===== src/rtl/unsigned_arith_pkg.sv =====
// Shared definitions for the unsigned arithmetic blocks: default widths,
// divider FSM states and the divide-by-zero result encoding.
package unsigned_arith_pkg;

  localparam int unsigned DW_DEF = 16;
  localparam int unsigned VW_DEF = 8;
  localparam int unsigned CW_DEF = 5;

  typedef enum logic [1:0] {
    IDLE = 2'd0,
    RUN  = 2'd1,
    DONE = 2'd2
  } div_state_t;

  // Divide by zero: quotient saturates to all-ones, remainder is the low dividend slice.
  localparam logic        DZ_Q_BIT  = 1'b1;
  localparam int unsigned DZ_R_LSB  = 0;

endpackage


===== src/rtl/div_step_restoring.sv =====
// One restoring-division iteration: shift the next dividend bit into the
// partial remainder and subtract the divisor when it fits.
module div_step_restoring #(
  parameter int unsigned VW = 8
) (
  input  logic [VW:0]   rem,
  input  logic          qbit_in,
  input  logic [VW-1:0] divisor,
  output logic [VW:0]   rem_next,
  output logic          qbit_out
);

  logic [VW+1:0] shifted;
  logic [VW+1:0] dvs_ext;

  assign shifted  = {rem, qbit_in};
  assign dvs_ext  = (VW+2)'(divisor);
  assign qbit_out = (shifted >= dvs_ext);
  // Remainder stays below the divisor, so the result always fits in VW+1 bits.
  assign rem_next = (VW+1)'(qbit_out ? (shifted - dvs_ext) : shifted);

endmodule


===== src/rtl/unsigned_divider_16by8_seq.sv =====
// Sequential restoring divider, one quotient bit per clock, behind a
// valid/ready stream with a single operation in flight.
module unsigned_divider_16by8_seq
  import unsigned_arith_pkg::*;
#(
  parameter int unsigned DW = DW_DEF,
  parameter int unsigned VW = VW_DEF,
  parameter int unsigned CW = CW_DEF
) (
  input  logic          clk,
  input  logic          rst,
  input  logic          in_valid,
  output logic          in_ready,
  input  logic [DW-1:0] z,
  input  logic [VW-1:0] y,
  output logic          out_valid,
  input  logic          out_ready,
  output logic [DW-1:0] q,
  output logic [VW-1:0] r,
  output logic          dz
);

  div_state_t    state;
  logic [VW:0]   rem;
  logic [DW-1:0] qreg;
  logic [VW-1:0] dvs;
  logic [CW-1:0] cnt;

  logic [VW:0]   rem_next;
  logic          qbit;

  div_step_restoring #(.VW(VW)) u_step (
    .rem      (rem),
    .qbit_in  (qreg[DW-1]),
    .divisor  (dvs),
    .rem_next (rem_next),
    .qbit_out (qbit)
  );

  // Control FSM plus datapath registers; out_valid rises one edge after DONE is entered.
  always_ff @(posedge clk or posedge rst) begin
    if (rst) begin
      state     <= IDLE;
      in_ready  <= 1'b1;
      out_valid <= 1'b0;
      q         <= '0;
      r         <= '0;
      dz        <= 1'b0;
      cnt       <= '0;
      rem       <= '0;
      qreg      <= '0;
      dvs       <= '0;
    end else begin
      case (state)
        IDLE: begin
          if (in_valid) begin
            qreg     <= z;
            dvs      <= y;
            rem      <= '0;
            in_ready <= 1'b0;
            if (y == '0) begin
              q     <= {DW{DZ_Q_BIT}};
              r     <= z[DZ_R_LSB +: VW];
              dz    <= 1'b1;
              state <= DONE;
            end else begin
              cnt   <= CW'(DW - 1);
              state <= RUN;
            end
          end
        end
        RUN: begin
          rem  <= rem_next;
          qreg <= {qreg[DW-2:0], qbit};
          if (cnt == '0) begin
            q     <= {qreg[DW-2:0], qbit};
            r     <= rem_next[VW-1:0];
            dz    <= 1'b0;
            state <= DONE;
          end else begin
            cnt <= cnt - CW'(1);
          end
        end
        DONE: begin
          if (!out_valid) begin
            out_valid <= 1'b1;
          end else if (out_ready) begin
            out_valid <= 1'b0;
            in_ready  <= 1'b1;
            state     <= IDLE;
          end
        end
        default: begin
          state     <= IDLE;
          in_ready  <= 1'b1;
          out_valid <= 1'b0;
        end
      endcase
    end
  end

endmodule


===== config.mk =====
export PLATFORM = sky130hd
export DESIGN_NAME = unsigned_divider_16by8_seq
export DESIGN_NICKNAME = d
export VERILOG_FILES = /design/src/rtl/unsigned_arith_pkg.sv /design/src/rtl/div_step_restoring.sv /design/src/rtl/unsigned_divider_16by8_seq.sv
export SDC_FILE = /design/constraint.sdc
export NUM_CORES = 1
export LEC_CHECK = 0
export ABC_AREA = 1
export ABC_CLOCK_PERIOD_IN_PS = 1900
export BUFFER_PORTS_ARGS = -buffer_cell sky130_fd_sc_hd__clkbuf_2
export CORE_AREA = 5 5 107 109
export DETAILED_ROUTE_END_ITERATION = 6
export DIE_AREA = 0 0 112 114
export GPL_TIMING_DRIVEN = 0
export RECOVER_POWER = 50
export SYNTH_ARGS = -nofsm -noshare
export SYNTH_HDL_FRONTEND = slang
export SYNTH_SLANG_ARGS = --single-unit

===== constraint.sdc =====
create_clock -name clk -period 1.9 [get_ports clk]
set_input_delay 0.19 -clock clk [delete_from_list [all_inputs] [get_ports clk]]
set_output_delay 0.19 -clock clk [all_outputs]
set_load 0.01 [all_outputs]

==> impl_metrics.yaml <==
global_route:
  grt_pass1_vias: 3119
  grt_first_pass_wirelength_mm: 14.7
  grt_antenna_before_repair: 0
  grt_max_degree: 68
  grt_overflow: 0
  grt_usage_pct: 14.1
sta:
  tightest_slew_ps: 1390
  period_share_pct: 104
  setup_slack_ps: -83.9
  final-setup-viol-count: 10
  fin_setup_tns_ps: -578
  slew_viol_final: 0
  rsz0062_at_grt: "true"
  finalHoldViolCount: 0
  fmax_mhz: 504
  skew_ps: 11.8
  min_period_ps: 1980
  worst_slew_margin_rel_pct: 7.43
critical_path:
  worstPathArrival_ps: 2230
  crit_path_end_kind: "register"
  crit_fanout: 5
  start_kind: "register"
  crit_required_ps: 2150
  worst-setup-path-type: "register to register"
die:
  core_area_sq_um: 10500
  die_h_um: 114
  start_util_pct: 33.4
  fp-row-count: 38
  io_pins: 55
  fp.dieW_um: 112
  die_area_sq_um: 12800
detailed_routing:
  drt-initial-drc-count: 110
  drt-total-wl_mm: 8.67
  vias: 3071
  drtPass1Iterations: 5
  vias_per_cell: 4.64
  drc_errors: 0
  ant_nets: 0
  wl_per_cell_um: 13.1
synthesis:
  seq_area_frac_synth_pct: 47.9
  yosys.area.top_type: "dfrtp_1"
  ys_warn_count: 0
  synth_cell_types: 30
  synthTopCellsByArea: "dfrtp_1 (47%), nand2_1 (12%), inv_1 (7.9%), nand3_1 (5.3%), nor2_1 (4.0%)"
  avgSynthCellArea_sq_um: 8.02
  netlist.area_leader.share_pct: 47.1
  syn_nets: 476
  netlist_area_sq_um: 3500
  ys_seq_elements: 67
  syn_inst: 437
placement:
  placedCellCount: 631
  dp_hpwl_mm: 6.17
  dpl_worst_slack_ps: -258
  globalplace.congestion: 0.862
  port_buffers: 54
  post_dp_cell_area_sq_um: 3950
status:
  status: "finished with violations"
  violations: "negative setup slack"
final_layout:
  n_fill_cell: 1058
  antenna_cells: 0
  layout_commonest_cell: "nand2_1"
  layout_common_cells: "nand2_1 (97), inv_1 (71), dfrtp_1 (66), clkbuf_2 (52), nor2_1 (35)"
  drive_above_1_share_pct: 28.2
  fin_nets: 557
  finalNonFillerCells: 662
  final_area_sq_um: 4490
  syn_to_final_growth_pct: 28.1
clock_tree:
  root_buffer: "clkbuf_8"
  clk_path_buf_depth: 2
  insertion_delay_ps: 350
  hold_buffers: 0
  cts_made_buffers: 9
  cts_sinks: 67
  cts_tree: "yes"
  cts_max_level: 3
  clk_pin_slew_ps: 80
min_path:
  hold_path_class: "input port to register"
job:
  cap_violations: 0
power:
  vdd.ir_drop.worst_uv: 671
  power_mw: 8.82
  power_density_nw_per_um2: 1960
  power.leakage_nw: 2.28
## power breakdown
part	total [mW]	internal [mW]	switching, mW
registers	2.48	2.08	0.398
clock network	1.31	0.763	0.551
logic	5.03	2.05	2.97
total	8.82	4.90	3.92
## synthesized netlist by cell type, drive strengths merged
cell type and n:
ha 10, nand2 108, a31oi 9, o21ai 18, clkbuf 4, xor2 4, dfrtp 66, xnor2 2
a21oi 16, or2 10, o31ai 8, inv 79, o221ai 7, nor2 44, o211ai 1, fa 1
buf 9, nand4 3, nand3 37, dfstp 1
## path summary, 6_finish.rpt
path | from | endpoint | slack [ps] | cells after the start
max in group asynchronous | rst | dvs[1] | 830 | 2
hold reg to reg | dvs[4] | dvs[4] | 490 | 2
setup / recovery | qreg[15] | r[0] | -80 | 15
hold / removal | y[5] | dvs[5] | 70 | 3
setup reg to reg | qreg[15] | r[0] | -80 | 15
min in group asynchronous | rst | dz | 230 | 2
## critical path, stage by stage (launching register included)
cell and delay [ps]:
dfrtp_1 400, inv_2 80, ha_4 140, inv_4 30
fa_2 340, nand2_2 80, nand2_2 70, nand2_2 90
nor2_4 40, nor2_4 140, buf_6 140, nor2_4 60
nand2_2 110, nand3_2 70, nand2_1 60, inv_1 30
## final cells by class
type                       instances  area (sq um)  area share [%]
buffer                            13          82.6            1.84
clock buffer                      10           138            3.06
clock inverter                     5          77.6            1.73
inverter                          79           299            6.66
multi-input combinational        279          1640            36.6
sequential                        67          1680            37.4
tap                              140           175            3.90
timing repair buffer              69           399            8.89
## stage by stage
stage | hold WS [ps] | utilization [%]
after floorplan | 311 | -
final | 67.6 | 42.7
after CTS | 40.5 | 41.0
after global placement | 421 | 37.6
after detailed placement | 419 | 37.6
after global routing | 104 | 42.7
## routing by layer
metal  track usage [%]  wire (um)  vias to the layer above
met3              3.45        484                       14
met5                 0          0                        -
met4              5.29        133                        0
met2              22.8       4110                       78
li1                  -          -                     1542
met1              18.5       3950                     1437
## registers in the layout, indices dropped and copies added, names as in the netlist
| name | count |
|---|---|
| out_valid | 1 |
| dvs | 8 |
| q | 16 |
| state | 2 |
| r | 8 |
| rem | 9 |
| cnt | 5 |
| in_ready | 1 |
| dz | 1 |
| qreg | 16 |
## cell families after synthesis
kind of cell,count (synthesis),synth area share [%]
adders and majority gates,11,4.14
DFF,67,47.9
xor gates and xnor gates,6,1.50
and+or+nand+nor,202,25.5
AOI/OAI and AO/OA,59,10.1
buffers and inverters,92,10.8
## what timing repair did
action	4_1_cts	5_1_grt
cloned	1	0
setup endpoints to repair	19	19
buffers inserted	10	5
resized for setup	16	33
pin swaps	7	13
Power figures use the tool's default switching activity.
